**src/rtl/c7bexc_ctrl_if.sv**
```systemverilog
// Writeback-stage bus between the retiring instruction/CSR side and the
// exception commit controller, plus the redirect/flush outputs to the front end.
interface c7bexc_ctrl_if;
  logic        valid_w;
  logic [31:0] pc_w;
  logic        ale_w;
  logic        ine_w;
  logic        sys_w;
  logic        brk_w;
  logic        ertn_w;
  logic [31:0] badv_in_w;
  logic        csr_crmd_ie;
  logic        csr_timer_intr;
  logic [31:0] csr_eentry;
  logic [31:0] csr_era;
  logic        exu_ifu_except;
  logic [5:0]  ecl_csr_exccode_w;
  logic [31:0] ecl_csr_badv_w;
  logic [31:0] ifu_exu_pc_w;
  logic        ecl_csr_ertn_w;
  logic        redirect_valid;
  logic [31:0] redirect_pc;
  logic        flush;

  modport master (
    output valid_w, pc_w, ale_w, ine_w, sys_w, brk_w, ertn_w, badv_in_w,
           csr_crmd_ie, csr_timer_intr, csr_eentry, csr_era,
    input  exu_ifu_except, ecl_csr_exccode_w, ecl_csr_badv_w, ifu_exu_pc_w,
           ecl_csr_ertn_w, redirect_valid, redirect_pc, flush
  );

  modport slave (
    input  valid_w, pc_w, ale_w, ine_w, sys_w, brk_w, ertn_w, badv_in_w,
           csr_crmd_ie, csr_timer_intr, csr_eentry, csr_era,
    output exu_ifu_except, ecl_csr_exccode_w, ecl_csr_badv_w, ifu_exu_pc_w,
           ecl_csr_ertn_w, redirect_valid, redirect_pc, flush
  );
endinterface

```
**src/rtl/c7bexc_ctrl.sv**
```systemverilog
// Writeback exception/interrupt commit controller: picks one commit event per
// instruction boundary, strobes the CSR block and redirects/flushes the front end.
module c7bexc_ctrl #(
  parameter int SYNC_STAGES = 2,
  parameter int DRAIN_CYC   = 2
) (
  input  logic             clk,
  input  logic             rst,
  input  logic             ext_intr,
  output logic             ext_intr_sync,
  c7bexc_ctrl_if.slave     bus
);

  localparam int CW = (DRAIN_CYC > 1) ? $clog2(DRAIN_CYC) : 1;

  typedef enum logic [0:0] {
    IDLE  = 1'b0,
    DRAIN = 1'b1
  } state_t;

  state_t              state_r;
  state_t              state_nxt_s;
  logic [CW-1:0]       cnt_r;
  logic [CW-1:0]       cnt_nxt_s;
  logic [SYNC_STAGES-1:0] sync_r;
  logic                redirect_valid_r;
  logic [31:0]         redirect_pc_r;

  logic                intr_pend_s;
  logic                except_s;
  logic                ertn_s;
  logic                ale_win_s;
  logic [5:0]          exccode_s;
  logic [31:0]         badv_s;
  logic                flush_s;
  logic                commit_s;

  // ext_intr synchronizer chain
  always_ff @(posedge clk) begin
    if (rst) begin
      sync_r <= '0;
    end else begin
      sync_r <= {sync_r[SYNC_STAGES-2:0], ext_intr};
    end
  end

  assign ext_intr_sync = sync_r[SYNC_STAGES-1];
  assign intr_pend_s   = bus.csr_crmd_ie & (bus.csr_timer_intr | ext_intr_sync);
  assign commit_s      = except_s | ertn_s;

  // state register, drain counter and registered redirect
  always_ff @(posedge clk) begin
    if (rst) begin
      state_r          <= IDLE;
      cnt_r            <= '0;
      redirect_valid_r <= 1'b0;
      redirect_pc_r    <= 32'h0000_0000;
    end else begin
      state_r          <= state_nxt_s;
      cnt_r            <= cnt_nxt_s;
      redirect_valid_r <= commit_s;
      if (commit_s) begin
        redirect_pc_r <= except_s ? bus.csr_eentry : bus.csr_era;
      end else begin
        redirect_pc_r <= redirect_pc_r;
      end
    end
  end

  // next-state and drain counter
  always_comb begin
    state_nxt_s = state_r;
    cnt_nxt_s   = cnt_r;
    case (state_r)
      IDLE: begin
        if (commit_s) begin
          state_nxt_s = DRAIN;
          cnt_nxt_s   = CW'(DRAIN_CYC - 1);
        end else begin
          state_nxt_s = IDLE;
        end
      end
      DRAIN: begin
        if (cnt_r == CW'(0)) begin
          state_nxt_s = IDLE;
        end else begin
          cnt_nxt_s = cnt_r - CW'(1);
        end
      end
      default: begin
        state_nxt_s = IDLE;
        cnt_nxt_s   = '0;
      end
    endcase
  end

  // commit arbitration; W inputs are ignored outside IDLE and under reset
  always_comb begin
    except_s  = 1'b0;
    ertn_s    = 1'b0;
    ale_win_s = 1'b0;
    exccode_s = 6'h00;
    if (!rst && (state_r == IDLE) && bus.valid_w) begin
      if (intr_pend_s) begin
        except_s  = 1'b1;
        exccode_s = 6'h00;
      end else if (bus.ine_w) begin
        except_s  = 1'b1;
        exccode_s = 6'h0D;
      end else if (bus.ale_w) begin
        except_s  = 1'b1;
        ale_win_s = 1'b1;
        exccode_s = 6'h09;
      end else if (bus.sys_w) begin
        except_s  = 1'b1;
        exccode_s = 6'h0B;
      end else if (bus.brk_w) begin
        except_s  = 1'b1;
        exccode_s = 6'h0C;
      end else if (bus.ertn_w) begin
        ertn_s = 1'b1;
      end else begin
        ertn_s = 1'b0;
      end
    end else begin
      except_s = 1'b0;
    end

    if (rst) begin
      badv_s  = 32'h0000_0000;
      flush_s = 1'b0;
    end else begin
      badv_s  = ale_win_s ? bus.badv_in_w : bus.pc_w;
      flush_s = except_s | ertn_s | (state_r == DRAIN);
    end
  end

  assign bus.exu_ifu_except    = except_s;
  assign bus.ecl_csr_exccode_w = exccode_s;
  assign bus.ecl_csr_badv_w    = badv_s;
  assign bus.ifu_exu_pc_w      = bus.pc_w;
  assign bus.ecl_csr_ertn_w    = ertn_s;
  assign bus.flush             = flush_s;
  assign bus.redirect_valid    = redirect_valid_r;
  assign bus.redirect_pc       = redirect_pc_r;

endmodule

```
**src/flat_wrapper.sv**
```systemverilog
// flat-port wrapper written by rule: the top's interface ports become plain ports
module c7bexc_ctrl_flat 
#(
  parameter int SYNC_STAGES = 2,
  parameter int DRAIN_CYC   = 2
)
  (clk, rst, ext_intr, ext_intr_sync, bus_valid_w, bus_pc_w, bus_ale_w, bus_ine_w, bus_sys_w, bus_brk_w, bus_ertn_w, bus_badv_in_w, bus_csr_crmd_ie, bus_csr_timer_intr, bus_csr_eentry, bus_csr_era, bus_exu_ifu_except, bus_ecl_csr_exccode_w, bus_ecl_csr_badv_w, bus_ifu_exu_pc_w, bus_ecl_csr_ertn_w, bus_redirect_valid, bus_redirect_pc, bus_flush);
  c7bexc_ctrl_if bus_i ();
  input  logic clk;
  input  logic rst;
  input  logic ext_intr;
  output logic ext_intr_sync;
  input wire logic [$bits(bus_i.valid_w)-1:0] bus_valid_w;
  input wire logic [$bits(bus_i.pc_w)-1:0] bus_pc_w;
  input wire logic [$bits(bus_i.ale_w)-1:0] bus_ale_w;
  input wire logic [$bits(bus_i.ine_w)-1:0] bus_ine_w;
  input wire logic [$bits(bus_i.sys_w)-1:0] bus_sys_w;
  input wire logic [$bits(bus_i.brk_w)-1:0] bus_brk_w;
  input wire logic [$bits(bus_i.ertn_w)-1:0] bus_ertn_w;
  input wire logic [$bits(bus_i.badv_in_w)-1:0] bus_badv_in_w;
  input wire logic [$bits(bus_i.csr_crmd_ie)-1:0] bus_csr_crmd_ie;
  input wire logic [$bits(bus_i.csr_timer_intr)-1:0] bus_csr_timer_intr;
  input wire logic [$bits(bus_i.csr_eentry)-1:0] bus_csr_eentry;
  input wire logic [$bits(bus_i.csr_era)-1:0] bus_csr_era;
  output wire logic [$bits(bus_i.exu_ifu_except)-1:0] bus_exu_ifu_except;
  output wire logic [$bits(bus_i.ecl_csr_exccode_w)-1:0] bus_ecl_csr_exccode_w;
  output wire logic [$bits(bus_i.ecl_csr_badv_w)-1:0] bus_ecl_csr_badv_w;
  output wire logic [$bits(bus_i.ifu_exu_pc_w)-1:0] bus_ifu_exu_pc_w;
  output wire logic [$bits(bus_i.ecl_csr_ertn_w)-1:0] bus_ecl_csr_ertn_w;
  output wire logic [$bits(bus_i.redirect_valid)-1:0] bus_redirect_valid;
  output wire logic [$bits(bus_i.redirect_pc)-1:0] bus_redirect_pc;
  output wire logic [$bits(bus_i.flush)-1:0] bus_flush;
  assign bus_i.valid_w = bus_valid_w;
  assign bus_i.pc_w = bus_pc_w;
  assign bus_i.ale_w = bus_ale_w;
  assign bus_i.ine_w = bus_ine_w;
  assign bus_i.sys_w = bus_sys_w;
  assign bus_i.brk_w = bus_brk_w;
  assign bus_i.ertn_w = bus_ertn_w;
  assign bus_i.badv_in_w = bus_badv_in_w;
  assign bus_i.csr_crmd_ie = bus_csr_crmd_ie;
  assign bus_i.csr_timer_intr = bus_csr_timer_intr;
  assign bus_i.csr_eentry = bus_csr_eentry;
  assign bus_i.csr_era = bus_csr_era;
  assign bus_exu_ifu_except = bus_i.exu_ifu_except;
  assign bus_ecl_csr_exccode_w = bus_i.ecl_csr_exccode_w;
  assign bus_ecl_csr_badv_w = bus_i.ecl_csr_badv_w;
  assign bus_ifu_exu_pc_w = bus_i.ifu_exu_pc_w;
  assign bus_ecl_csr_ertn_w = bus_i.ecl_csr_ertn_w;
  assign bus_redirect_valid = bus_i.redirect_valid;
  assign bus_redirect_pc = bus_i.redirect_pc;
  assign bus_flush = bus_i.flush;
  c7bexc_ctrl #(.SYNC_STAGES(SYNC_STAGES), .DRAIN_CYC(DRAIN_CYC)) u_core (.clk(clk), .rst(rst), .ext_intr(ext_intr), .ext_intr_sync(ext_intr_sync), .bus(bus_i));
endmodule
```
**config.mk**
```make
export PLATFORM = sky130hd
export DESIGN_NAME = c7bexc_ctrl_flat
export DESIGN_NICKNAME = d
export VERILOG_FILES = /design/src/rtl/c7bexc_ctrl_if.sv /design/src/rtl/c7bexc_ctrl.sv /design/src/flat_wrapper.sv
export SDC_FILE = /design/constraint.sdc
export NUM_CORES = 1
export LEC_CHECK = 0
export CORE_AREA = 2 2 95 97
export CTS_CLUSTER_DIAMETER = 100
export DETAILED_ROUTE_END_ITERATION = 8
export DIE_AREA = 0 0 97 99
export DONT_BUFFER_PORTS = 1
export GPL_ROUTABILITY_DRIVEN = 0
export PLACE_DENSITY = 0.65
export SLEW_MARGIN = 15
export SYNTH_ARGS = -nofsm -noshare
export SYNTH_HDL_FRONTEND = slang
export SYNTH_SLANG_ARGS = --single-unit
export TNS_END_PERCENT = 100
```
**constraint.sdc**
```tcl
create_clock -name clk -period 2.7 [get_ports clk]
set_input_delay 0.675 -clock clk [delete_from_list [all_inputs] [get_ports clk]]
set_output_delay 0.675 -clock clk [all_outputs]
set_load 0.01 [all_outputs]
```
==> results.py, run 1 <==
metrics = {
    "final_layout": {
        "finalNetCount": 521,
        "nFillCells": 890,
        "layout-drive-gt1-share_pct": 9.40,
        "multi_input_area_um2": 2090,
        "regArea_um2": 741,
        "layout_common_cells": "dfxtp_1 (37), nor2b_1 (35), nand2_1 (34)",
        "area_delta_synth_final_pct": 0.717,
        "final_common_cell": "dfxtp_1",
        "final_cells": 492,
    },
    "status": {
        "status": "finished clean",
    },
    "sta": {
        "period_share_pct": 93.8,
        "hold_violations": 0,
        "setup_viol": 0,
        "slew_violations": 0,
        "fin_crit_ns": 2.53,
        "worst_clock_skew_ns": 0.0122,
        "rsz0062_at_grt": "no",
        "fmax_mhz": 395,
        "fin_tns_setup_ns": 0,
    },
    "cts": {
        "cts_max_path_buffers": 2,
        "root_buffer": "clkbuf_8",
        "cts_hold_buf": 0,
        "path_clk_slew_ns": 0.09,
        "cts.sinks": 37,
        "postCtsSetupRepairBufs": 0,
        "cts_tree": "yes",
        "clk_latency_ns": 0.29,
        "cts_buffers": 5,
        "cts_max_level": 2,
    },
    "drt": {
        "drtIter0Drc": 257,
        "ant_nets": 0,
        "route.vias.total": 3502,
        "viasPerCell": 7.12,
        "firstDrtPassIters": 5,
        "route.detailed.drc": 0,
        "wl_um": 11400,
        "avgRoutedWirePerCell_um": 23.2,
    },
    "logic_synthesis": {
        "synth_seq_cells": 37,
        "ys_seq_area_share_pct": 22.4,
        "synth_cells": 455,
        "synth.distinct_cells": 27,
        "syn-cell-area_um2": 3310,
        "synth_warnings": 0,
        "syn_avg_cell_area_um2": 7.28,
    },
    "critical_path": {
        "end_kind": "output pin",
        "cp-start-kind": "flip-flop",
        "crit_arrival_ns": 1.86,
        "cp.required_ns": 2.03,
        "cp_slowest_cell": "dfxtp_1",
        "cp.buffers_inverters": 1,
        "path_cells": "o21a_2, buf_12, o31ai_1, a21oi_1",
        "path_class": "reg -> out",
        "crit_fanout": 27,
        "cp_slowest_stage_delay_ns": 0.47,
        "crit_family": "compound AO/OA/AOI/OAI gates",
    },
    "placement": {
        "dp.cells": 482,
        "io_buffers": 0,
        "dp_hpwl_um": 7780,
    },
    "grt": {
        "grt_first_pass_wirelength_um": 17100,
        "gr-total-overflow": 0,
        "first_global_vias": 3052,
        "antenna_found_initial": 1,
        "grt_max_degree": 80,
        "track_usage_pct": 21.4,
    },
    "pwr": {
        "power_uw": 1550,
        "peakVddDrop_v": 0.000250,
        "p_leak_uw": 0.000921,
        "power.density_nw_per_um2": 464,
    },
    "job": {
        "cap_violations": 0,
    },
    "die": {
        "start_util_pct": 38.7,
        "io_pins": 246,
        "fp.dieW_um": 97,
        "coreArea_um2": 8550,
        "die_area_um2": 9600,
        "rows": 34,
        "die_height_um": 99,
    },
    "worst_hold_path": {
        "hp-class": "reg -> reg",
    },
}
## final timing paths
path / startpoint / end / slack (ns) / depth (start not counted)
setup / recovery: u_core.sync_r[1]$_SDFF_PP0_ / bus_ecl_csr_badv_w[22] / 0.17 / 4
hold / removal: u_core.sync_r[0]$_SDFF_PP0_ / u_core.sync_r[1]$_SDFF_PP0_ / 0.45 / 1
setup reg to reg: u_core.sync_r[1]$_SDFF_PP0_ / u_core.bus.redirect_pc[11]$_SDFFE_PP0P_ / 0.78 / 4
hold reg to reg: u_core.sync_r[0]$_SDFF_PP0_ / u_core.sync_r[1]$_SDFF_PP0_ / 0.45 / 1
## per-layer routing
metal / vias to the layer above / track usage [%] / part of all wire, %
li1: 1608 / - / -
met1: 1647 / 26.0 / 39
met2: 226 / 36.4 / 49
met3: 21 / 6.67 / 9.8
met4: 0 / 6.50 / 2.8
met5: - / 0 / 0
## cell families (layout without fill, tap and decap cells)
| group | count (synthesis) | after routing | synth area share (%) |
|---|---|---|---|
| AND/OR/NAND/NOR | 151 | 151 | 27.0 |
| buffers and inverters | 101 | 28 | 15.7 |
| AO/OA/AOI/OAI | 165 | 165 | 34.8 |
| flip-flops | 37 | 37 | 22.4 |
| other | 1 | 3 | 0.113 |
## area by class of cell
type	count	area share (%)
Clock inverter	3	2.06
Multi-Input combinational cell	318	62.8
Clock buffer	5	2.06
Tap cell	108	4.05
Antenna cell	1	0.0750
Timing Repair Buffer	19	6.67
Sequential cell	37	22.2
Inverter	1	0.112
## synth_stat cells, drive strengths merged
master	count	area [µm²]
a21oi	33	165
a31oi	32	200
a32oi	32	280
and3	1	6.26
buf	40	293
clkbuf	60	225
conb	1	3.75
dfxtp	37	741
inv	1	3.75
nand2	34	128
nand2b	2	12.5
nand4	32	200
nor2	7	26.3
nor2b	36	225
nor3	1	5.00
nor3b	2	15.0
nor4	1	6.26
nor4b	1	8.76
o211ai	32	240
o21a	2	15.0
o21ai	1	5.00
o31ai	33	248
or3b	1	8.76
or4	33	251
## where the power goes
part           total, µW  internal, µW  switching (µW)
registers            625           580            45.3
clock network        593           372             221
logic                330           121             209
total               1550          1070             476
## registers in the layout, indices dropped and copies added (netlist names)
| register | flops |
|---|---|
| u_core.bus.redirect_pc | 32 |
| u_core.bus.redirect_valid | 1 |
| u_core.cnt_r | 1 |
| u_core.state_r | 1 |
| u_core.sync_r | 2 |
## metrics by stage
stage	worst slack, ns	utilization [%]	instance area, µm²	hold WS, ns
2_1_floorplan	0.0146	-	3330	0.414
3_3_place_gp	0.0844	37.0	3160	0.427
3_5_place_dp	0.0786	37.0	3160	0.435
4_1_cts	0.0766	38.6	3300	0.438
5_1_grt	0.00178	39.0	3340	0.432
6_report	0.167	39.0	3340	0.451
## worst reg2reg max path, cell delays in order, from the launching register on
cell and delay (ns):
dfxtp_1 0.39, o21a_2 0.39, buf_4 0.34, or4_1 0.54, a31oi_1 0.18
## what timing repair did
item	CTS	global route
endpoints found under the setup margin	0	2
hold endpoints to repair	0	0
gates resized for setup	0	2
No activity file was read; power rests on OpenSTA's default activity.
==> run 2: changes to the inputs <==
--- a/config.mk
+++ b/config.mk
@@ -5,13 +5,13 @@
 export SDC_FILE = /design/constraint.sdc
 export NUM_CORES = 1
 export LEC_CHECK = 0
-export CORE_AREA = 2 2 95 97
+export CORE_ASPECT_RATIO = 1.75
+export CORE_MARGIN = 2
+export CORE_UTILIZATION = 32
 export CTS_CLUSTER_DIAMETER = 100
 export DETAILED_ROUTE_END_ITERATION = 8
-export DIE_AREA = 0 0 97 99
-export DONT_BUFFER_PORTS = 1
 export GPL_ROUTABILITY_DRIVEN = 0
-export PLACE_DENSITY = 0.65
+export PLACE_DENSITY = 0.89
 export SLEW_MARGIN = 15
 export SYNTH_ARGS = -nofsm -noshare
 export SYNTH_HDL_FRONTEND = slang
==> results.py, run 2 (same netlist as run 1, synthesis figures left out) <==
metrics = {
    "final_layout": {
        "fin_util_pct": 60.3,
        "final_common_cell": "clkdlybuf4s50_1",
        "finalNetCount": 792,
        "largest_register_ffs": 32,
        "layout-drive-gt1-share_pct": 20.5,
        "area_delta_synth_final_pct": 85.2,
        "layout_common_cells": "clkdlybuf4s50_1 (195), dfxtp_1 (37), nor2b_1 (35)",
        "nFillCells": 891,
        "antenna_cells": 0,
    },
    "critical_path": {
        "path_cells": "buf_8, or3b_4, buf_12, o31ai_2, a21oi_1, clkdlybuf4s15_2",
        "crit_fanout": 11,
        "path_class": "in -> out",
        "cp_slowest_stage_delay_ns": 0.47,
        "crit_arrival_ns": 2.07,
        "cp.required_ns": 2.03,
        "crit_family": "buffers and inverters",
        "cp.buffers_inverters": 3,
        "end_kind": "output pin",
        "cp-start-kind": "primary input",
        "cp_slowest_cell": "or3b_4",
    },
    "pwr": {
        "clock_power_share_pct": 28.1,
        "p_sw_uw": 650,
        "switching_share_pct": 31.5,
        "peakVddDrop_v": 0.000404,
        "seqPwrFrac_pct": 29.5,
        "combinationalPowerShare_pct": 42.4,
        "power.density_nw_per_um2": 336,
        "p_leak_uw": 0.00212,
        "cell_internal_pwr_uw": 1410,
    },
    "drt": {
        "ant_nets": 0,
        "route.vias.total": 4685,
        "firstDrtPassIters": 7,
        "wl_um": 15700,
        "viasPerCell": 6.01,
        "drtIter0Drc": 212,
        "avgRoutedWirePerCell_um": 20.2,
        "route.detailed.drc": 0,
    },
    "grt": {
        "first_global_vias": 4710,
        "grt_first_pass_wirelength_um": 24100,
        "antenna_found_initial": 0,
        "track_usage_pct": 27.0,
        "grt_max_degree": 65,
        "gr-total-overflow": 0,
    },
    "sta": {
        "slew_headroom_pct": 56.2,
        "fin_tns_setup_ns": -0.0487,
        "fmax_mhz": 364,
        "fin_crit_ns": 2.75,
        "period_share_pct": 102,
        "worst_clock_skew_ns": 0.00203,
        "hold_violations": 0,
        "setup_viol": 1,
        "slew_violations": 0,
        "worstMarginPinSlew_ns": 0.657,
        "rsz0062_at_grt": "yes",
        "fin_hold_ws_ns": 0.455,
        "fin_ws_ns": -0.0487,
    },
    "cts": {
        "cts_hold_buf": 0,
        "root_buffer": "clkbuf_16",
        "clk_latency_ns": 0.28,
        "cts_max_path_buffers": 2,
        "path_clk_slew_ns": 0.06,
        "cts.sinks": 37,
        "cts_buffers": 5,
        "cts_tree": "yes",
        "cts_max_level": 2,
    },
    "placement": {
        "preCtsSetupSlack_ns": -0.822,
        "dp_hpwl_um": 10700,
        "io_buffers": 243,
    },
    "die": {
        "start_util_pct": 32.6,
        "io_pins": 246,
        "fp.dieW_um": 80.9,
        "coreArea_um2": 10200,
        "die_height_um": 139,
        "rows": 49,
        "die_area_um2": 11200,
    },
    "status": {
        "violations": "negative setup slack",
        "status": "finished with violations",
    },
    "worst_hold_path": {
        "hp-class": "reg -> reg",
    },
    "job": {
        "cap_violations": 0,
    },
}
==> run 2: changes by cell type in the layout (fill, tap and decap cells not counted), moves of 3 or more <==
| cell | before | now |
|---|---|---|
| o31ai_4 | 0 | 5 |
| clkdlybuf4s50_1 | 0 | 195 |
| o31ai_2 | 1 | 21 |
| buf_6 | 0 | 4 |
| o31ai_1 | 32 | 7 |
| dlygate4sd2_1 | 0 | 5 |
| buf_4 | 13 | 30 |
| buf_16 | 0 | 3 |
| clkbuf_8 | 5 | 1 |
| clkbuf_2 | 0 | 21 |
| clkbuf_16 | 1 | 5 |
| buf_12 | 5 | 10 |
| buf_2 | 0 | 19 |
==> run 2: power groups by stage <==
| stage | combinational [µW] | clock (µW) | sequential (µW) |
|---|---|---|---|
| after global routing | 928 | 612 | 612 |
| after CTS | 877 | 591 | 608 |
| final | 874 | 580 | 609 |
| after detailed placement | 808 | 0 | 618 |
| after floorplan | 322 | 0 | 626 |
| after global placement | 794 | 0 | 617 |
==> run 2: path summary, 6_finish.rpt <==
check | startpoint | endpoint | slack [ns] | cells past startpoint
max | rst | bus_ecl_csr_badv_w[30] | -0.05 | 6
min | u_core.sync_r[0]$_SDFF_PP0_ | u_core.sync_r[1]$_SDFF_PP0_ | 0.45 | 1
max reg2reg | u_core.state_r$_SDFF_PP0_ | u_core.bus.redirect_pc[13]$_SDFFE_PP0P_ | 0.41 | 6
min reg2reg | u_core.sync_r[0]$_SDFF_PP0_ | u_core.sync_r[1]$_SDFF_PP0_ | 0.45 | 1
==> run 2: final cells by class <==
class	count	area [µm²]	share of cell area (%)
multi-input cells	318	2300	37.5
well taps	127	159	2.59
flip-flops and latches	37	741	12.1
inverters	1	3.75	0.0612
repair buffers	290	2790	45.4
clock buffers	7	143	2.32
==> run 2: routing by layer <==
metal / GRT usage [%] / up-vias / wire, µm
met5: 0 / - / 0
met4: 13.1 / 0 / 649
met3: 6.18 / 51 / 1290
met2: 49.7 / 277 / 8350
met1: 27.5 / 2207 / 5430
li1: - / 2150 / -
==> run 2: through the flow <==
stage	cell area, µm²	power [µW]	instances
after global routing	6140	2150	780
after floorplan	3330	948	456
after detailed placement	5780	1430	761
after CTS	6260	2080	781
after global placement	5780	1410	761
final	6140	2060	780
==> run 2: what timing repair did <==
item	CTS	global route
gates resized for setup	162	36
buffers inserted	9	1
hold endpoints to repair	0	0
gates cloned	4	0
endpoints found under the setup margin	39	27
pin swaps	10	6
